===== src/rtl/sid_regbank.sv =====
// rtl/sid_regbank.sv - parametrised SID register bank with read-back and decaying bus latch
// Purpose: host-bus register file feeding NUM_VOICES voices plus the filter, with
//   edge-qualified single-shot accesses and a bus latch that fades to 0x00.
// Ports:
//   clk, n_reset          clock, asynchronous active-low reset
//   clk_en                chip-rate tick, only advances the latch decay counter
//   addr, data_in, n_cs, rw   host bus (n_cs active-low, rw=1 read)
//   data_out, data_oe     registered read data and read-in-progress flag
//   freq, pw, ctrl, ad, sr, ctrl_wr   flat per-voice fields (voice i in slice i)
//   fc, res_filt, mode_vol            filter fields
//   pot_x, pot_y, osc_in, env_in      read-only sources
module sid_regbank #(
  parameter int NUM_VOICES  = 3,
  parameter int ADDR_W      = 5,
  parameter int DECAY_TICKS = 2000
) (
  input  logic                     clk,
  input  logic                     n_reset,
  input  logic                     clk_en,
  input  logic [ADDR_W-1:0]        addr,
  input  logic [7:0]               data_in,
  output logic [7:0]               data_out,
  output logic                     data_oe,
  input  logic                     n_cs,
  input  logic                     rw,
  output logic [16*NUM_VOICES-1:0] freq,
  output logic [12*NUM_VOICES-1:0] pw,
  output logic [8*NUM_VOICES-1:0]  ctrl,
  output logic [8*NUM_VOICES-1:0]  ad,
  output logic [8*NUM_VOICES-1:0]  sr,
  output logic [NUM_VOICES-1:0]    ctrl_wr,
  output logic [10:0]              fc,
  output logic [7:0]               res_filt,
  output logic [7:0]               mode_vol,
  input  logic [7:0]               pot_x,
  input  logic [7:0]               pot_y,
  input  logic [7:0]               osc_in,
  input  logic [7:0]               env_in
);

  localparam int B  = 7 * NUM_VOICES;
  localparam int CW = $clog2(DECAY_TICKS + 1);
  localparam logic [CW-1:0] DECAY_LAST = CW'(DECAY_TICKS - 1);

  if (7 * NUM_VOICES + 8 > 2 ** ADDR_W) begin : g_bad_addr_w
    $error("sid_regbank: ADDR_W too small for NUM_VOICES");
  end
  if (DECAY_TICKS < 1) begin : g_bad_decay
    $error("sid_regbank: DECAY_TICKS must be >= 1");
  end

  logic [16*NUM_VOICES-1:0] freq_q, freq_d;
  logic [12*NUM_VOICES-1:0] pw_q, pw_d;
  logic [8*NUM_VOICES-1:0]  ctrl_q, ctrl_d;
  logic [8*NUM_VOICES-1:0]  ad_q, ad_d;
  logic [8*NUM_VOICES-1:0]  sr_q, sr_d;
  logic [NUM_VOICES-1:0]    ctrl_wr_q, ctrl_wr_d;
  logic [10:0]              fc_q, fc_d;
  logic [7:0]               res_filt_q, res_filt_d;
  logic [7:0]               mode_vol_q, mode_vol_d;
  logic [7:0]               data_out_q, data_out_d;
  logic                     data_oe_q, data_oe_d;
  logic [7:0]               latch_q, latch_d;
  logic [CW-1:0]            cnt_q, cnt_d;
  logic                     cs_prev_q;

  logic       access;
  logic       is_ro;
  logic [7:0] ro_val;
  int         a_int;

  // One access per falling edge of n_cs; cs_prev resets to 1 so a select
  // held low through reset release still starts an access.
  assign access = !n_cs && cs_prev_q;

  always_comb begin
    a_int  = int'(addr);
    is_ro  = (a_int >= B + 4) && (a_int <= B + 7);
    ro_val = 8'h00;
    if (a_int == B + 4)      ro_val = pot_x;
    else if (a_int == B + 5) ro_val = pot_y;
    else if (a_int == B + 6) ro_val = osc_in;
    else if (a_int == B + 7) ro_val = env_in;
  end

  always_comb begin
    freq_d     = freq_q;
    pw_d       = pw_q;
    ctrl_d     = ctrl_q;
    ad_d       = ad_q;
    sr_d       = sr_q;
    ctrl_wr_d  = '0;
    fc_d       = fc_q;
    res_filt_d = res_filt_q;
    mode_vol_d = mode_vol_q;
    data_out_d = data_out_q;
    data_oe_d  = !n_cs && rw;
    latch_d    = latch_q;
    cnt_d      = cnt_q;

    if (access && !rw) begin
      for (int i = 0; i < NUM_VOICES; i++) begin
        if (a_int == 7 * i)     freq_d[16*i +: 8]   = data_in;
        if (a_int == 7 * i + 1) freq_d[16*i+8 +: 8] = data_in;
        if (a_int == 7 * i + 2) pw_d[12*i +: 8]     = data_in;
        if (a_int == 7 * i + 3) pw_d[12*i+8 +: 4]   = data_in[3:0];
        if (a_int == 7 * i + 4) begin
          ctrl_d[8*i +: 8] = data_in;
          ctrl_wr_d[i]     = 1'b1;
        end
        if (a_int == 7 * i + 5) ad_d[8*i +: 8]      = data_in;
        if (a_int == 7 * i + 6) sr_d[8*i +: 8]      = data_in;
      end
      if (a_int == B)     fc_d[2:0]  = data_in[2:0];
      if (a_int == B + 1) fc_d[10:3] = data_in;
      if (a_int == B + 2) res_filt_d = data_in;
      if (a_int == B + 3) mode_vol_d = data_in;
      latch_d = data_in;
      cnt_d   = '0;
    end else if (access && rw) begin
      if (is_ro) begin
        data_out_d = ro_val;
        latch_d    = ro_val;
        cnt_d      = '0;
      end else begin
        data_out_d = latch_q;
      end
    end else if (clk_en && (latch_q != 8'h00)) begin
      // The tick that would bring the count to DECAY_TICKS clears the latch.
      if (cnt_q >= DECAY_LAST) begin
        latch_d = 8'h00;
        cnt_d   = '0;
      end else begin
        cnt_d = cnt_q + 1'b1;
      end
    end
  end

  always_ff @(posedge clk or negedge n_reset) begin
    if (!n_reset) begin
      freq_q     <= '0;
      pw_q       <= '0;
      ctrl_q     <= '0;
      ad_q       <= '0;
      sr_q       <= '0;
      ctrl_wr_q  <= '0;
      fc_q       <= '0;
      res_filt_q <= '0;
      mode_vol_q <= '0;
      data_out_q <= '0;
      data_oe_q  <= 1'b0;
      latch_q    <= '0;
      cnt_q      <= '0;
      cs_prev_q  <= 1'b1;
    end else begin
      freq_q     <= freq_d;
      pw_q       <= pw_d;
      ctrl_q     <= ctrl_d;
      ad_q       <= ad_d;
      sr_q       <= sr_d;
      ctrl_wr_q  <= ctrl_wr_d;
      fc_q       <= fc_d;
      res_filt_q <= res_filt_d;
      mode_vol_q <= mode_vol_d;
      data_out_q <= data_out_d;
      data_oe_q  <= data_oe_d;
      latch_q    <= latch_d;
      cnt_q      <= cnt_d;
      cs_prev_q  <= n_cs;
    end
  end

  assign freq     = freq_q;
  assign pw       = pw_q;
  assign ctrl     = ctrl_q;
  assign ad       = ad_q;
  assign sr       = sr_q;
  assign ctrl_wr  = ctrl_wr_q;
  assign fc       = fc_q;
  assign res_filt = res_filt_q;
  assign mode_vol = mode_vol_q;
  assign data_out = data_out_q;
  assign data_oe  = data_oe_q;

endmodule


===== config.mk =====
export PLATFORM = sky130hd
export DESIGN_NAME = sid_regbank
export DESIGN_NICKNAME = d
export VERILOG_FILES = /design/src/rtl/sid_regbank.sv
export SDC_FILE = /design/constraint.sdc
export NUM_CORES = 1
export LEC_CHECK = 0
export BUFFER_PORTS_ARGS = -buffer_cell sky130_fd_sc_hd__buf_2
export CORE_ASPECT_RATIO = 1.75
export CORE_MARGIN = 3
export CORE_UTILIZATION = 56
export DETAILED_ROUTE_END_ITERATION = 8
export PLACE_DENSITY = 0.85
export SLEW_MARGIN = 25
export SYNTH_ARGS = -nofsm -noshare
export SYNTH_HDL_FRONTEND = slang
export SYNTH_SLANG_ARGS = --single-unit

===== constraint.sdc =====
create_clock -name clk -period 4.3 [get_ports clk]
set_input_delay 0.645 -clock clk [delete_from_list [all_inputs] [get_ports clk]]
set_output_delay 0.645 -clock clk [all_outputs]
set_load 0.01 [all_outputs]

=== After elaboration in Yosys (flattened, before gate mapping) ===
Cells that the tools add are included.

* $add $sub $neg: 1
* $mul: 0
* Divide/modulo/power cells: 0
* Magnitude comparators: 3
* Eq/ne operators: 29
* Shift-type cells: 0
* Muxes and demuxes: 18
* Bitwise logic cells: 1
* Reductions and logical operators: 40

{| class="wikitable"
|+ Operator list
! kind !! count
|-
| equality test 5 bit (second input constant) || 16
|-
| 2-to-1 mux 8 bit || 9
|-
| AND reduction 2 bit || 28
|-
| 2-to-1 mux 11 bit || 5
|-
| equality test 5 x 4 -> 1 bit (second input constant) || 8
|-
| logical NOT 32 bit || 1
|-
| equality test 5 x 3 -> 1 bit (second input constant) || 3
|-
| adder 11 x 1 -> 11 bit (second input constant) || 1
|-
| >= comparator 11 bit (second input constant) || 1
|-
| nonzero test 8 bit || 1
|-
| logical AND 1 bit || 6
|-
| nonzero test 3 bit || 2
|-
| equality test 5 x 2 -> 1 bit (second input constant) || 1
|-
| >= comparator 5 bit (second input constant) || 1
|-
| <= comparator 5 bit (second input constant) || 1
|-
| 2-to-1 mux 1 bit || 3
|-
| 2-to-1 mux 3 bit || 1
|-
| inequality test 3 bit (second input constant) || 1
|-
| logical NOT 1 bit || 2
|-
| NOT 1 bit || 1
|}

* Flip-flop bits (word level): 215
* Latch bits: 0
* Bits in writable memories: 0
* ROM bits: 0
* Output and inout port bits: 195
* Logic and storage cells: 123
* Memories kept: 0

=== Longest topological paths before layout ===
Gate-level depths: netlist (run 1).

* Depth in word-level cells: 8
* Depth in mapped cells: 7
* Mapped depth without buffers: 6

=== Worst setup path after synthesis (run 1) ===
No wires, ideal clock.

* Path kind: input to register
* From: in n_cs
* To: reg freq_q[10], in the netlist freq[10]
* Data arrival time: 2.156 ns
* Data required time: 4.175 ns
* Path slack: 2.019 ns
* Stages: 6
* Path buffers: 2
* Cells stage by stage: nand2b_1 -> buf_6 -> or4_1 -> buf_6 -> nor3_4 -> mux2_2

* Cells in the longest elaborated chain, start to end: 4

{| class="wikitable"
|+ Ends and longest elaborated chain
! element !! line !! text
|-
| start: declaration || 24 || <nowiki>input logic n_cs,</nowiki>
|-
| logical NOT 1 bit || 74 || <nowiki>assign access = !n_cs && cs_prev_q;</nowiki>
|-
| logical AND 1 bit || 74 ||
|-
| logical AND 1 bit || 101 || <nowiki>if (access && !rw) begin</nowiki>
|-
| AND reduction 2 bit (no line) || -- ||
|-
| end signal: assignment || 156 || <nowiki>freq_q <= freq_d;</nowiki>
|-
| end: declaration || 52 || <nowiki>logic [16*NUM_VOICES-1:0] freq_q, freq_d;</nowiki>
|}

No other way between the ends.
A chain may end at the register's enable or synchronous reset.

=== Worst setup path after layout (run 1) ===
* From: reg cs_prev_q
* To: reg pw_q[4], in the netlist pw[4]

* Cells in the longest elaborated chain, start to end: 3

{| class="wikitable"
|+ Ends and longest elaborated chain
! element !! line !! text
|-
| start: declaration || 65 || <nowiki>logic cs_prev_q;</nowiki>
|-
| start signal: assignment || 169 || <nowiki>cs_prev_q <= n_cs;</nowiki>
|-
| logical AND 1 bit || 74 ||
|-
| logical AND 1 bit || 101 ||
|-
| AND reduction 2 bit (no line) || -- ||
|-
| end signal: assignment || 157 || <nowiki>pw_q <= pw_d;</nowiki>
|-
| end: declaration || 53 || <nowiki>logic [12*NUM_VOICES-1:0] pw_q, pw_d;</nowiki>
|}

No other way between the ends.

==> results of run 1 <==
metal layers:
layer / global-route usage / vias to the layer above / share of wire
met4: 0.119 / 0 / 0.049
li1: - / 2732 / -
met5: 0 / - / 0
met2: 0.470 / 249 / 0.53
met3: 0.0428 / 73 / 0.060
met1: 0.313 / 3203 / 0.36
kinds of logic (layout without fill, tap and decap cells):
kind of cell | after synthesis | count (layout) | synth area share
compound gates | 66 | 66 | 0.0508
buf+inv | 42 | 287 | 0.0215
fa+ha+maj | 1 | 1 | 0.00141
simple gates | 128 | 128 | 0.0865
flops | 215 | 215 | 0.606
mux | 184 | 184 | 0.233
xor+xnor | 1 | 1 | 0.000986
state kept, by name (all words and copies together) (netlist names):
name / count
ad: 24
fc: 11
pw: 36
latch_q: 8
ctrl: 24
cs_prev_q: 1
freq: 48
cnt_q: 11
mode_vol: 8
data_out: 8
ctrl_wr: 3
sr: 24
data_oe: 1
res_filt: 8
worst paths after layout:
check | end | slack, ps | start
setup / recovery | pw[4] | 1870 | cs_prev_q
hold / removal | ctrl[5] | 200 | n_reset
setup reg to reg | pw[4] | 1870 | cs_prev_q
hold reg to reg | data_out[0] | 470 | data_out[0]
max in group asynchronous | sr[11] | 3060 | n_reset
min in group clk | cs_prev_q | 290 | n_cs
worst max-delay path, cell delays in order, from the launching register on:
cell and delay [ps]:
dfstp_2 530, nand2b_1 190, or4_1 710, nor3_4 490, mux2_2 400
metrics by stage:
stage                     cell area, um2  total power [mW]  std cells
after global routing               10900              4.82       1068
final                              10900              4.65       1068
after floorplan                     8890              2.64        637
after detailed placement           10200              2.96       1034
after global placement             10200              2.93       1034
after CTS                          10900              4.68       1068
final cells by class:
| class | instances | share of cell area |
|---|---|---|
| tap | 186 | 0.0214 |
| sequential | 215 | 0.496 |
| inverter | 5 | 0.00173 |
| clock buffer | 27 | 0.0530 |
| timing repair buffer | 248 | 0.117 |
| clock inverter | 7 | 0.00588 |
| multi-input combinational | 380 | 0.305 |
layout by cell type (no fill, tap or decap), drive strengths merged:
cell / synthesis / routed
buf: 12 / 247
dfrtp: 214 / 214
mux2: 184 / 184
nand2: 49 / 49
clkbuf: 25 / 28
nor2: 25 / 25
o21ai: 22 / 22
nand3: 14 / 14
a22o: 10 / 10
a311o: 8 / 8
a31oi: 8 / 8
nor3: 8 / 8
a21oi: 7 / 7
inv: 5 / 6
or4: 5 / 5
or3: 5 / 5
clkinv: 0 / 5
and4b: 4 / 4
nand2b: 3 / 3
a21o: 3 / 3
o31ai: 3 / 3
nor2b: 2 / 2
nand3b: 2 / 2
a211oi: 2 / 2
and4: 2 / 2
o21a: 2 / 2
nand4: 2 / 2
and2b: 1 / 1
nor4: 1 / 1
and4bb: 1 / 1
nor3b: 1 / 1
and2: 1 / 1
a41oi: 1 / 1
xnor2: 1 / 1
or2: 1 / 1
nand4b: 1 / 1
ha: 1 / 1
bufinv: 0 / 1
dfstp: 1 / 1
power by group:
part / internal (mW) / leakage (nW) / switching, mW
sequential: 2.20 / 2.90 / 0.104
clock: 0.995 / 0.324 / 0.735
combinational: 0.267 / 2.73 / 0.348
==> impl_metrics.py, run 1 <==
metrics = {
    "finish": {
        "finish.utilization": 0.702,
        "diodes": 0,
        "nets": 920,
        "synthToLayoutAreaGrowth_pct": 22.2,
        "ff_latch_area_um2": 5380,
        "nFillCells": 1080,
        "drive_gt1_frac": 0.545,
        "multi_input_comb_area_um2": 3310,
    },
    "global_routing": {
        "grt_use_total": 0.267,
        "grt_pass1_wl_um": 36500,
        "antenna_found_initial": 0,
        "grt_pass1_vias": 6640,
        "gr-total-overflow": 0,
        "grt_max_degree": 96,
    },
    "sta": {
        "fin_crit_ps": 2430,
        "relSlewSlack": 0.354,
        "setup_slack_ps": 1870,
        "fin_worst_skew_ps": 5.07,
        "setup_viol": 0,
        "slew_viol_final": 0,
        "finalCritPeriodShare": 0.566,
        "setup-tns-final_ps": 0,
        "grt_setup_unrepaired": "no",
        "fmax_mhz": 411,
        "worst_hold_slack_ps": 200,
        "final_hold_viol_count": 0,
        "worstMarginPinSlew_ps": 964,
    },
    "logic_synthesis": {
        "synth_top_area_frac": 0.603,
        "yosysSeqAreaShare": 0.606,
        "synth_area_leaders": "dfrtp_1 60%, mux2_2 23%, nand2_1 1.9%, o21ai_0 1.1%, clkbuf_1 1.0%",
        "synth_area_um2": 8890,
        "synth_ff_type": "dfrtp_1",
        "synth.top_cells.by_count": "214 x dfrtp_1, 182 x mux2_2, 46 x nand2_1, 24 x clkbuf_1, 23 x nor2_1",
        "postSynthRegisterBits": 215,
        "yosys.area.top_type": "dfrtp_1",
        "synth_most_common_cell": "dfrtp_1",
        "async_flop_share": 1.00,
        "syn_avg_cell_area_um2": 13.9,
        "ys.warnings.count": 0,
        "syn_inst": 637,
        "synth_edf_count": 0,
        "syn_nets": 688,
        "ys_types": 50,
    },
    "floorplan": {
        "die-area_um2": 17500,
        "io_pins": 245,
        "start_util": 0.575,
        "die_h_um": 173,
        "die_width_um": 101,
        "coreArea_um2": 15500,
        "rows": 60,
    },
    "route": {
        "detail_route.vias_per_cell": 5.86,
        "ant_nets": 0,
        "first_pass_iters": 4,
        "drc": 0,
        "routed_wl_um": 23100,
        "vias": 6257,
        "routedWlPerCell_um": 21.7,
        "drtIter0Drc": 301,
    },
    "place": {
        "hpwl_um": 16200,
        "portBuffers": 244,
        "pre_cts_slack_ps": 1520,
        "place.gp.congestion": 0.886,
    },
    "cts": {
        "insertion_delay_ps": 490,
        "clk_path_buf_depth": 3,
        "cts_root_buf": "clkbuf_16",
        "cts-htree-levels": 1,
        "cts_sinks": 215,
        "clk_pin_slew_ps": 70,
        "ctsHoldBuffers": 0,
        "post_cts_buffers": 0,
        "cts_made_buffers": 19,
        "ctsResizeCount": 0,
        "cts_tree": "done",
    },
    "flow_run": {
        "cap_violations": 0,
    },
    "setup_path": {
        "critical_path_class": "register to register",
        "cp-end-kind": "register",
        "cp.required_ps": 4670,
        "start_kind": "register",
        "reg2reg_depth": 4,
        "path_max_fanout": 8,
        "worstPathArrival_ps": 2800,
    },
    "hold_path": {
        "hp-class": "input pin to asynchronous set/reset pin",
    },
    "status": {
        "outcome": "finished clean",
    },
    "power_and_ir_drop": {
        "p_leak_nw": 5.96,
        "peakVddDrop_v": 0.000418,
        "power.density_nw_per_um2": 428,
    },
}
No activity file was read; power rests on OpenSTA's default activity.
==> run 2: changes to the inputs <==
--- a/config.mk
+++ b/config.mk
@@ -5,12 +5,13 @@
 export SDC_FILE = /design/constraint.sdc
 export NUM_CORES = 1
 export LEC_CHECK = 0
+export ABC_AREA = 1
 export BUFFER_PORTS_ARGS = -buffer_cell sky130_fd_sc_hd__buf_2
 export CORE_ASPECT_RATIO = 1.75
 export CORE_MARGIN = 3
-export CORE_UTILIZATION = 56
+export CORE_UTILIZATION = 47
 export DETAILED_ROUTE_END_ITERATION = 8
-export PLACE_DENSITY = 0.85
+export PLACE_DENSITY = 0.76
 export SLEW_MARGIN = 25
 export SYNTH_ARGS = -nofsm -noshare
 export SYNTH_HDL_FRONTEND = slang
==> constraint.sdc (replaced) <==
create_clock -name clk -period 2.21 [get_ports clk]
set_input_delay 0.3315 -clock clk [delete_from_list [all_inputs] [get_ports clk]]
set_output_delay 0.3315 -clock clk [all_outputs]
set_load 0.01 [all_outputs]
==> impl_metrics.py, run 2 <==
metrics = {
    "global_routing": {
        "grt_use_total": 0.256,
        "grt_pass1_vias": 7387,
        "grt_max_degree": 55,
        "use_met2": 0.439,
        "antenna_found_initial": 0,
        "use_met3": 0.0463,
        "gr-total-overflow": 0,
        "use_met1": 0.309,
        "grt_pass1_wl_um": 40900,
        "busiest_layer": "met2",
    },
    "logic_synthesis": {
        "ys.warnings.count": 0,
        "synth.top_cells.by_count": "287 x nand2_1, 214 x dfrtp_1, 148 x o21ai_0, 46 x nor2_1, 41 x inv_1",
        "synth_area_um2": 8840,
        "yosys.area.top_type": "dfrtp_1",
        "synth_top_area_frac": 0.606,
        "synth_most_common_cell": "nand2_1",
        "async_flop_share": 1.00,
        "synth_area_leaders": "dfrtp_1 61%, nand2_1 12%, o21ai_0 8.4%, nand3_1 2.3%, nor2_1 2.0%",
        "yosysSeqAreaShare": 0.609,
        "ys_types": 27,
        "postSynthRegisterBits": 215,
        "synth_edf_count": 0,
        "syn_inst": 938,
        "syn_avg_cell_area_um2": 9.42,
        "syn_nets": 989,
        "synth_ff_type": "dfrtp_1",
    },
    "floorplan": {
        "die_h_um": 187,
        "io_pins": 245,
        "die_width_um": 110,
        "start_util": 0.485,
        "die-area_um2": 20500,
        "coreArea_um2": 18200,
        "rows": 65,
    },
    "sta": {
        "grt_setup_unrepaired": "no",
        "setup_viol": 0,
        "finalCritPeriodShare": 0.889,
        "setup_slack_ps": 245,
        "relSlewSlack": 0.402,
        "fin_worst_skew_ps": 7.22,
        "fin_crit_ps": 1970,
        "worstMarginPinSlew_ps": 895,
        "worst_hold_slack_ps": 87.5,
        "slew_viol_final": 0,
        "final_hold_viol_count": 0,
        "fmax_mhz": 509,
        "setup-tns-final_ps": 0,
    },
    "setup_path": {
        "slowest_stage": "dfstp_2",
        "r2r_start": "cs_prev_q",
        "rr_endpoint": "ctrl[13]",
        "cp-end-kind": "register",
        "path_cells": "inv_1, nor2_2, inv_2, nor2_8, nand2_2, inv_2, buf_4, nand2_1, o21ai_0",
        "start_kind": "register",
        "reg2reg_slack_ps": 240,
        "cp-startpoint": "cs_prev_q",
        "worstPathArrival_ps": 2360,
        "cp.required_ps": 2610,
        "reg2reg_depth": 9,
        "crit_top_cell": "inv_2",
        "path_max_fanout": 17,
        "critical_path_class": "register to register",
        "slowest_delay_ps": 510,
        "endpoint": "ctrl[13]",
    },
    "finish": {
        "largest_reg_flops": 48,
        "layout_commonest_cell": "nand2_1",
        "synthToLayoutAreaGrowth_pct": 24.5,
        "nets": 1237,
        "layout_common_cells": "287 x nand2_1, 243 x buf_2, 214 x dfrtp_1, 148 x o21ai_0, 46 x nor2_1",
        "fin_cells": 1433,
        "finish.utilization": 0.604,
        "diodes": 0,
        "design_area_um2": 11000,
        "drive_gt1_frac": 0.297,
    },
    "hold_path": {
        "hp-class": "input pin to register",
        "hold_path.startpoint": "data_in[1]",
    },
    "cts": {
        "insertion_delay_ps": 490,
        "post_cts_buffers": 0,
        "cts_root_buf": "clkbuf_16",
        "cts_made_buffers": 21,
        "clk_path_buf_depth": 3,
        "ctsHoldBuffers": 2,
        "cts-htree-levels": 1,
        "cts_tree": "done",
        "cts_sinks": 215,
        "clk_pin_slew_ps": 60,
        "ctsResizeCount": 0,
    },
    "route": {
        "vias": 7446,
        "detail_route.vias_per_cell": 5.20,
        "routedWlPerCell_um": 18.3,
        "drc": 0,
        "first_pass_iters": 5,
        "routed_wl_um": 26200,
        "ant_nets": 0,
        "drtIter0Drc": 413,
    },
    "status": {
        "outcome": "finished clean",
    },
    "place": {
        "place.gp.congestion": 0.918,
        "portBuffers": 244,
        "dp.cells": 1395,
        "hpwl_um": 18600,
        "placed_area_um2": 10300,
        "pre_cts_slack_ps": 199,
    },
    "power_and_ir_drop": {
        "power.total_mw": 9.56,
        "p_leak_nw": 6.08,
        "power.density_nw_per_um2": 869,
        "peakVddDrop_v": 0.000605,
    },
    "flow_run": {
        "cap_violations": 0,
    },
}
run 2: cell count changes after synthesis, sizes merged, moves of 13 or more:
cell / delta
mux2: -184
o21ai: +170
nand2: +265
inv: +40
nor2: +28
buf: +13
nand3: +26
run 2: worst min path at each step:
stage          slack, ps  cells past startpoint         end
2_1_floorplan         40                      0       ad[0]
3_3_place_gp         310                      1     freq[5]
3_5_place_dp         310                      1      pw[17]
4_1_cts               70                      3  latch_q[1]
5_1_grt               90                      3  latch_q[0]
6_report              90                      3  latch_q[1]
run 2: power breakdown:
part / switching, mW / total, mW / internal (mW)
Sequential: 0.242 / 4.55 / 4.31
Clock: 1.50 / 3.70 / 2.19
Combinational: 0.812 / 1.31 / 0.497
run 2: logic make-up (layout without fill, tap and decap cells):
family,count (synthesis),after routing,share of synthesized area
adder cells (fa/ha/maj),1,1,0.00142
AND/OR/NAND/NOR,424,424,0.213
flip-flops,215,215,0.609
XOR/XNOR,3,3,0.00297
buffers and inverters,90,351,0.0525
AO/OA/AOI/OAI,205,205,0.121
run 2: critical path, delay by kind of cell (launching register included):
family	cells	cell delay, ps
buffers and inverters	4	430
and+or+nand+nor	4	640
DFF	1	510
AOI/OAI and AO/OA	1	280
run 2: routing by layer:
layer | wire length (um) | vias to the layer above
li1 | - | 3524
met1 | 9780 | 3565
met2 | 13400 | 281
met3 | 1700 | 76
met4 | 1290 | 0
met5 | 0 | -
run 2: layout make-up:
| type | count | area, um2 |
|---|---|---|
| clock buffers | 26 | 574 |
| clock inverters | 10 | 131 |
| fillers | 1601 | 7220 |
| inverters | 45 | 171 |
| multi-input cells | 633 | 2990 |
| flip-flops and latches | 215 | 5380 |
| well taps | 234 | 293 |
| repair buffers | 270 | 1460 |
==> run 3: changes to the inputs <==
--- a/config.mk
+++ b/config.mk
@@ -9,9 +9,8 @@
 export BUFFER_PORTS_ARGS = -buffer_cell sky130_fd_sc_hd__buf_2
 export CORE_ASPECT_RATIO = 1.75
 export CORE_MARGIN = 3
-export CORE_UTILIZATION = 47
+export CORE_UTILIZATION = 35
 export DETAILED_ROUTE_END_ITERATION = 8
-export PLACE_DENSITY = 0.76
 export SLEW_MARGIN = 25
 export SYNTH_ARGS = -nofsm -noshare
 export SYNTH_HDL_FRONTEND = slang
==> impl_metrics.py, run 3 (synthesized netlist as in run 2, its figures left out) <==
metrics = {
    "cts": {
        "cts_root_buf": "clkbuf_16",
        "cts-htree-levels": 1,
        "cts_sinks": 215,
        "cts_tree": "done",
        "clk_pin_slew_ps": 60,
        "insertion_delay_ps": 510,
        "clk_path_buf_depth": 3,
        "cts_made_buffers": 22,
        "ctsResizeCount": 0,
        "ctsHoldBuffers": 2,
        "post_cts_buffers": 0,
    },
    "setup_path": {
        "path_cells": "inv_1, nor2_2, inv_2, nor2_8, nand2_2, inv_2, buf_4, nand3_1, buf_4, nand2_1, o21ai_0",
        "reg2reg_depth": 11,
        "reg2reg_slack_ps": 280,
        "cp.required_ps": 2570,
        "worstPathArrival_ps": 2290,
        "slowest_stage": "dfstp_2",
        "endpoint": "pw[13]",
        "crit_cells": 11,
        "slowest_delay_ps": 510,
        "critical_path_class": "register to register",
        "rr_endpoint": "pw[13]",
        "crit_buf_inv": 5,
        "r2r_start": "cs_prev_q",
        "cp-startpoint": "cs_prev_q",
        "cp-end-kind": "register",
        "path_max_fanout": 16,
        "path_delay_family": "buffers and inverters",
        "start_kind": "register",
    },
    "finish": {
        "largest_reg_flops": 48,
        "design_area_um2": 11200,
        "layout_common_cells": "287 x nand2_1, 243 x buf_2, 214 x dfrtp_1, 148 x o21ai_0, 46 x nor2_1",
        "diodes": 0,
        "synthToLayoutAreaGrowth_pct": 26.6,
        "nets": 1235,
        "ff_latch_area_um2": 5380,
        "layout_commonest_cell": "nand2_1",
        "multi_input_comb_area_um2": 2990,
        "drive_gt1_frac": 0.295,
        "nFillCells": 2448,
    },
    "sta": {
        "fmax_mhz": 519,
        "grt_setup_unrepaired": "no",
        "finalCritPeriodShare": 0.872,
        "final_hold_viol_count": 0,
        "fin_crit_ps": 1930,
        "setup-tns-final_ps": 0,
        "slew_viol_final": 0,
        "worstMarginPinSlew_ps": 802,
        "fin_worst_skew_ps": 12.9,
        "relSlewSlack": 0.465,
        "setup_viol": 0,
    },
    "route": {
        "ant_nets": 0,
        "first_pass_iters": 5,
        "drc": 0,
        "detail_route.vias_per_cell": 4.82,
        "vias": 7276,
        "drtIter0Drc": 371,
        "routedWlPerCell_um": 18.6,
        "routed_wl_um": 28100,
    },
    "place": {
        "place.gp.congestion": 0.879,
        "hpwl_um": 20100,
        "portBuffers": 244,
        "placed_area_um2": 10400,
    },
    "global_routing": {
        "antenna_found_initial": 1,
        "gr-total-overflow": 0,
        "grt_use_total": 0.205,
        "grt_pass1_vias": 7361,
        "grt_pass1_wl_um": 43300,
        "grt_max_degree": 96,
    },
    "flow_run": {
        "cap_violations": 0,
    },
    "floorplan": {
        "die_width_um": 126,
        "rows": 76,
        "io_pins": 245,
        "start_util": 0.357,
        "die_h_um": 216,
        "coreArea_um2": 24700,
        "die-area_um2": 27300,
    },
    "power_and_ir_drop": {
        "p_leak_nw": 6.10,
        "power.density_nw_per_um2": 870,
        "peakVddDrop_v": 0.000499,
    },
    "status": {
        "outcome": "finished clean",
    },
    "hold_path": {
        "hp-class": "input pin to register",
    },
}
==> run 3: cell count changes in the layout (fill, tap and decap cells not counted) <==
cell	change
clkinv_4	-1
clkbuf_16	+2
clkbuf_1	+2
clkbuf_8	-2
clkinv_8	+1
buf_4	-9
buf_12	+6
==> run 3: where the power goes <==
group          switching, mW  total, mW  internal (mW)
sequential             0.246       4.56           4.31
combinational          0.814       1.32          0.508
clock                   1.57       3.86           2.29
==> run 3: metrics by stage <==
step                cells  setup slack [ps]  utilization  hold slack (ps)  total power, mW
CTS                  1510               218        0.452             21.6             9.89
detailed placement   1470               221        0.422              385             5.96
finish               1510               282        0.452             50.7             9.73
floorplan             938               529            -             35.9             5.23
global placement     1470               263        0.422              380             5.93
global route         1510               125        0.452             48.5             10.2
==> run 3: worst min-delay path by stage <==
| stage | slack, ps | depth (start not counted) | start | end |
|---|---|---|---|---|
| final | 50 | 3 | data_in[3] | latch_q[3] |
| after global routing | 50 | 3 | data_in[3] | latch_q[3] |
| after CTS | 20 | 3 | data_in[3] | latch_q[3] |
| after detailed placement | 390 | 2 | n_reset | freq[13] |
| after global placement | 380 | 2 | n_reset | freq[6] |
| after floorplan | 40 | 0 | n_reset | ad[0] |
==> run 3: worst reg2reg max path: cells and delay by family (launching register included) <==
| family | cells | cell delay [ps] |
|---|---|---|
| and+or+nand+nor | 5 | 560 |
| AOI/OAI and AO/OA | 1 | 70 |
| DFF | 1 | 510 |
| buffers and inverters | 5 | 640 |
==> run 3: final cells by class <==
type / instances / share of cell area
flip-flops and latches: 215 / 0.481
multi-input cells: 633 / 0.267
repair buffers: 267 / 0.135
clock buffers: 28 / 0.0540
well taps: 312 / 0.0349
inverters: 45 / 0.0153
clock inverters: 10 / 0.0124
==> run 3: routing by layer <==
layer / wire (um) / vias up / share of wire / track usage
li1: - / 3529 / - / -
met1: 10500 / 3481 / 0.38 / 0.231
met2: 15100 / 204 / 0.54 / 0.380
met3: 1260 / 60 / 0.045 / 0.0303
met4: 1200 / 2 / 0.043 / 0.0884
met5: 13 / - / 0.00046 / 0
